$ cat src/rtl/mux_seq_pkg.sv
// mux_seq_pkg: shared types, phase codes and dwell range check for mux_sel_sequencer
package mux_seq_pkg;
  typedef enum logic [1:0] {IDLE, SEL, TGL} state_t;
  typedef logic [1:0] sel_code_t;
  localparam logic [2:0] PH_IDLE = 3'd7;
  localparam logic [2:0] PH_TGL = 3'd4;
  function automatic bit dwell_ok(input int d, input int w);
    return d >= 1 && d < (1 << w);
  endfunction
endpackage

$ cat src/rtl/mux_sel_sequencer_dwell_counter.sv
// dwell_counter: CNT_W down-counter; last is high on the final cycle of a dwell
//   clk, rst        clock, synchronous active-high reset
//   load, load_val  start a new dwell of load_val cycles
//   hold            freeze the count
//   last            count == 1
module dwell_counter #(
  parameter int CNT_W = 8
) (
  input  logic             clk,
  input  logic             rst,
  input  logic             load,
  input  logic [CNT_W-1:0] load_val,
  input  logic             hold,
  output logic             last
);
  logic [CNT_W-1:0] r_cnt;
  always_ff @(posedge clk)
    if (rst) r_cnt <= '0;
    else if (load) r_cnt <= load_val;
    else if (!hold && r_cnt != '0) r_cnt <= r_cnt - 1'b1;
  assign last = r_cnt == CNT_W'(1);
endmodule

$ cat src/rtl/mux_sel_sequencer.sv
// mux_sel_sequencer: steps MUX_2 S through 00..11 with programmable dwells, then inverts EN
//   clk, rst        clock, synchronous active-high reset
//   start, stop     start request (ignored while busy), abort request (wins over start)
//   loop            restart at phase 0 after the EN toggle instead of finishing
//   pause           only with SEQ_PAUSE_EN: freezes a running sequence
//   sel_s, sel_en   to MUX_2 S and EN
//   busy, done      sequence running, one-cycle pulse at the end of a non-looping pass
//   phase           0-3 select phases, 4 toggle phase, 7 idle
module mux_sel_sequencer
  import mux_seq_pkg::*;
#(
  parameter int CNT_W    = 8,
  parameter int DWELL0   = 3,
  parameter int DWELL1   = 5,
  parameter int DWELL2   = 7,
  parameter int DWELL3   = 11,
  parameter int DWELL_EN = 13
) (
  input  logic       clk,
  input  logic       rst,
  input  logic       start,
  input  logic       stop,
`ifdef SEQ_PAUSE_EN
  input  logic       pause,
`endif
  input  logic       loop,
  output sel_code_t  sel_s,
  output logic       sel_en,
  output logic       busy,
  output logic       done,
  output logic [2:0] phase
);
  if (!(dwell_ok(DWELL0, CNT_W) && dwell_ok(DWELL1, CNT_W) && dwell_ok(DWELL2, CNT_W) &&
        dwell_ok(DWELL3, CNT_W) && dwell_ok(DWELL_EN, CNT_W))) begin : g_bad_dwell
    $error("mux_sel_sequencer: every dwell must be in 1..2**CNT_W-1");
  end
  state_t           r_state, w_state;
  sel_code_t        r_sel, w_sel;
  logic             r_en, w_en, r_done, w_done;
  logic             w_hold, w_last, w_load;
  logic [CNT_W-1:0] w_load_val;
`ifdef SEQ_PAUSE_EN
  assign w_hold = pause && r_state != IDLE;
`else
  assign w_hold = 1'b0;
`endif
  dwell_counter #(.CNT_W(CNT_W)) u_cnt (
    .clk     (clk),
    .rst     (rst),
    .load    (w_load),
    .load_val(w_load_val),
    .hold    (w_hold),
    .last    (w_last)
  );
  always_ff @(posedge clk)
    if (rst) begin
      r_state <= IDLE;
      r_sel   <= 2'd0;
      r_en    <= 1'b0;
      r_done  <= 1'b0;
    end else begin
      r_state <= w_state;
      r_sel   <= w_sel;
      r_en    <= w_en;
      r_done  <= w_done;
    end
  // Every phase change reloads the counter; the TGL exit reloads DWELL0 whether or not it loops.
  always_comb begin
    w_state    = r_state;
    w_sel      = r_sel;
    w_en       = r_en;
    w_done     = 1'b0;
    w_load     = 1'b0;
    w_load_val = CNT_W'(DWELL0);
    if (r_state == IDLE) begin
      if (start && !stop) begin
        w_state = SEL;
        w_sel   = 2'd0;
        w_load  = 1'b1;
      end
    end else if (stop) begin
      w_state = IDLE;
      w_sel   = 2'd0;
    end else if (!w_hold && w_last) begin
      w_load = 1'b1;
      if (r_state == TGL) begin
        w_en    = !r_en;
        w_sel   = 2'd0;
        w_state = loop ? SEL : IDLE;
        w_done  = !loop;
      end else if (r_sel == 2'd3) begin
        w_state    = TGL;
        w_load_val = CNT_W'(DWELL_EN);
      end else begin
        w_sel      = r_sel + 2'd1;
        w_load_val = r_sel == 2'd0 ? CNT_W'(DWELL1) : r_sel == 2'd1 ? CNT_W'(DWELL2) : CNT_W'(DWELL3);
      end
    end
  end
  always_comb begin
    sel_s  = r_sel;
    sel_en = r_en;
    busy   = r_state != IDLE;
    done   = r_done;
    phase  = r_state == IDLE ? PH_IDLE : r_state == TGL ? PH_TGL : {1'b0, r_sel};
  end
endmodule

$ cat config.mk
export PLATFORM = sky130hd
export DESIGN_NAME = mux_sel_sequencer
export DESIGN_NICKNAME = d
export VERILOG_FILES = /design/src/rtl/mux_seq_pkg.sv /design/src/rtl/mux_sel_sequencer_dwell_counter.sv /design/src/rtl/mux_sel_sequencer.sv
export SDC_FILE = /design/constraint.sdc
export NUM_CORES = 1
export LEC_CHECK = 0
export CAP_MARGIN = 20
export CORE_ASPECT_RATIO = 1.25
export CORE_MARGIN = 2
export CORE_UTILIZATION = 30
export CTS_BUF_LIST = sky130_fd_sc_hd__clkbuf_4 sky130_fd_sc_hd__clkbuf_8 sky130_fd_sc_hd__clkbuf_16
export DETAILED_ROUTE_END_ITERATION = 16
export GPL_TIMING_DRIVEN = 0
export PLACE_DENSITY = 0.61
export REMOVE_ABC_BUFFERS = 1
export SLEW_MARGIN = 20
export SYNTH_ARGS = -nofsm -noshare
export SYNTH_HDL_FRONTEND = slang
export SYNTH_SLANG_ARGS = --single-unit
$ cat constraint.sdc
create_clock -name clk -period 1.85 [get_ports clk]
set_input_delay 0.4625 -clock clk [delete_from_list [all_inputs] [get_ports clk]]
set_output_delay 0.4625 -clock clk [all_outputs]
set_load 0.05 [all_outputs]
==> impl_metrics.ini <==
[critical_path]
crit_start = u_cnt.r_cnt[1]
r2r_start = u_cnt.r_cnt[1]
crit_chain = inv_1, ha_2, nor3b_4, buf_6, nand2_4, or4_1, a21oi_1
path_class = reg -> reg
cp_slowest_stage_delay_ns = 0.47
required_ns = 2.06
slowest_stage = or4_1
start_kind = register
end_kind = register
critPathMaxFanout = 6
worstPathArrival_ns = 1.97

[floorplanning]
start_util_pct = 32.2
ios = 13
core_um2 = 2730
die_h_um = 64.5
die_area_um2 = 3380
fp-row-count = 21
die_x_um = 52.4

[detailed_routing]
ant_nets = 0
vias = 834
met3WireLength_um = 63
drc = 0
wl_mm = 2.14
dr.max_layer_used = met3
firstDrtPassIters = 4
wl_met2_mm = 1.04
route.detailed.wl_per_inst_um = 13.8
drt_iter0_markers = 18
drt-met1-wl_mm = 1.04
via_per_inst = 5.38

[final_layout]
final.fill_count = 298
nets = 133
synthToLayoutAreaGrowth_pct = 28.3
final_util_pct = 41.3
n_antenna_cell = 0
drive_gt1_share_pct = 24.8
final_area_um2 = 1130

[timing]
final.setup_skew_ns = 0.00425
hold_viol_final = 0
tightest_slew_ns = 0.518
fmax_mhz = 568
final.setup.worst_slack_ns = 0.0880
finalSetupViolCount = 0
finalCritPeriodShare_pct = 95.2
period_needed_ns = 1.76
drv_slew = 0
maxSlewHeadroom_pct = 65.4

[global_routing]
grt.overflow.total = 0
antenna_found_initial = 0
grt_pass1_vias = 838
grt_max_degree = 16
grtUsageTotal_pct = 14.7
grt_pass1_wl_mm = 3.86

[logic_synthesis]
synth_cell_types = 38
syn_inst = 104
postSynthAreaPerCell_um2 = 8.46
yosysSeqAreaShare_pct = 31.9
ys_ff_latch = 14
yosys_warnings = 0
synth_area_um2 = 880

[power_and_ir_drop]
power.density_nw_per_um2 = 1650
vdd_drop_max_mv = 0.656
leakage_uw = 0.000442

[cts]
root_buffer = clkbuf_4
clockBufferDepth = 2
clk_pin_slew_ns = 0.09
htreeDepth = 1
clock_sinks = 14
clock_latency_ns = 0.28
cts_tree = yes
cts_hold_buf = 0
cts_made_buffers = 3

[placed_design]
dp_hpwl_mm = 1.51
place_ws_ns = -0.256
postPlaceCellArea_um2 = 1030
portBuffers = 12
gp_congestion = 0.801

[hold_path]
hp-start = sel_en
min_path_type = reg -> reg

[flow_run]
maxCapViolations = 0

[status]
status = complete, no violations
==> final timing paths <==
| check | to | slack, ns | depth (start not counted) |
|---|---|---|---|
| min | sel_en | 0.52 | 2 |
| max | sel_s[1] | 0.09 | 7 |
| max reg2reg | sel_s[1] | 0.09 | 7 |
| min reg2reg | sel_en | 0.52 | 2 |
==> kinds of logic after synthesis <==
family / after synthesis / share of synthesized area [%]
AND/OR/NAND/NOR: 40 / 29.6
AO/OA/AOI/OAI: 29 / 22.2
flip-flops: 14 / 31.9
buffers and inverters: 12 / 5.12
adder cells (fa/ha/maj): 5 / 7.11
XOR/XNOR: 3 / 2.99
multiplexers: 1 / 1.14
==> power breakdown <==
group | total (uW) | internal, uW | switching, uW
sequential | 542 | 393 | 149
clock | 172 | 75.4 | 96.7
combinational | 1150 | 562 | 586
total | 1860 | 1030 | 833
==> state kept, by name (all words and copies together) (netlist names) <==
signal and cells:
done 1, u_cnt.r_cnt 8, sel_en 1, r_state 2, sel_s 2
==> layout by cell type (no fill, tap or decap), types with 2 or more instances in the layout <==
master / instances
buf_2: 3
buf_4: 4
o21ai_0: 4
or4_1: 3
nand3b_1: 2
dfxtp_1: 10
dlygate4sd2_1: 5
or3b_2: 2
a31oi_1: 3
nor4_1: 4
o31ai_1: 2
nor2_1: 9
clkbuf_4: 3
o211ai_1: 2
ha_2: 2
inv_1: 8
nand2_1: 5
xor2_1: 2
ha_1: 3
a21oi_1: 10
or3_1: 2
clkdlybuf4s50_1: 3
dfxtp_2: 3
==> layout make-up <==
| cell class | instances | area (um2) | share of cell area (%) |
|---|---|---|---|
| tap | 34 | 42.5 | 3.77 |
| sequential | 14 | 288 | 25.5 |
| clock buffer | 3 | 22.5 | 2.00 |
| timing repair buffer | 17 | 143 | 12.6 |
| inverter | 9 | 33.8 | 2.99 |
| multi-input combinational | 78 | 599 | 53.1 |
==> per-stage QoR <==
step | total power (uW) | instances | setup TNS [ns] | hold slack [ns]
after detailed placement | 1420 | 147 | -1.90 | 0.507
after CTS | 1800 | 154 | 0 | 0.527
after floorplan | 1210 | 101 | -0.361 | 0.476
final | 1860 | 155 | 0 | 0.519
after global placement | 1380 | 147 | -1.73 | 0.494
after global routing | 2020 | 155 | -0.00647 | 0.549
==> timing repair <==
| action | in CTS | in global routing |
|---|---|---|
| pin swaps | 1 | 1 |
| setup buffers | 4 | 1 |
| endpoints found under the setup margin | 17 | 8 |
| gates resized for setup | 22 | 16 |
==> cells in the mapped netlist <==
| cell | count | share of area (%) |
|---|---|---|
| a221oi_1 | 1 | 1.0 |
| o21bai_1 | 1 | 0.85 |
| nor3b_2 | 1 | 1.4 |
| a2bb2o_1 | 1 | 1.1 |
| o221ai_1 | 1 | 1.0 |
| o211ai_1 | 2 | 1.7 |
| a221oi_2 | 1 | 1.7 |
| a21oi_1 | 10 | 5.7 |
| inv_1 | 9 | 3.8 |
| nand4b_1 | 1 | 1.0 |
| a31oi_1 | 4 | 2.8 |
| nand3_1 | 1 | 0.57 |
| o21ai_0 | 4 | 2.3 |
| or3b_2 | 2 | 2.0 |
| nand2b_1 | 1 | 0.71 |
| nor3b_1 | 1 | 0.85 |
| nand2_1 | 5 | 2.1 |
| or4_1 | 3 | 2.6 |
| o2bb2ai_1 | 1 | 1.0 |
| nor4_1 | 4 | 2.8 |
| clkbuf_1 | 3 | 1.3 |
| xnor2_1 | 1 | 1.0 |
| o221a_2 | 1 | 1.3 |
| nor2b_1 | 1 | 0.71 |
| dfxtp_1 | 14 | 32 |
| xor2_1 | 2 | 2.0 |
| mux2i_1 | 1 | 1.1 |
| nor3_1 | 1 | 0.57 |
| ha_1 | 5 | 7.1 |
| or3_1 | 2 | 1.4 |
| nand2_4 | 1 | 1.3 |
| nor2_1 | 10 | 4.3 |
| o31ai_1 | 2 | 1.7 |
| or4b_1 | 1 | 1.1 |
| or4_4 | 1 | 1.3 |
| nor4_4 | 1 | 2.4 |
| nand3b_1 | 2 | 1.7 |
| or2_1 | 1 | 0.71 |
==> worst max-delay path, delay by kind of cell (launching register included) <==
| kind | cells | cell delay [ns] |
|---|---|---|
| simple gates | 3 | 0.73 |
| compound gates | 1 | 0.16 |
| fa+ha+maj | 1 | 0.19 |
| buf+inv | 2 | 0.25 |
| flops | 1 | 0.37 |
==> routing by layer <==
layer	track usage, %	vias up
met5	0	-
met4	4.49	0
met3	2.76	0
met2	24.1	20
met1	19.2	390
li1	-	424
Power figures use the tool's default switching activity.
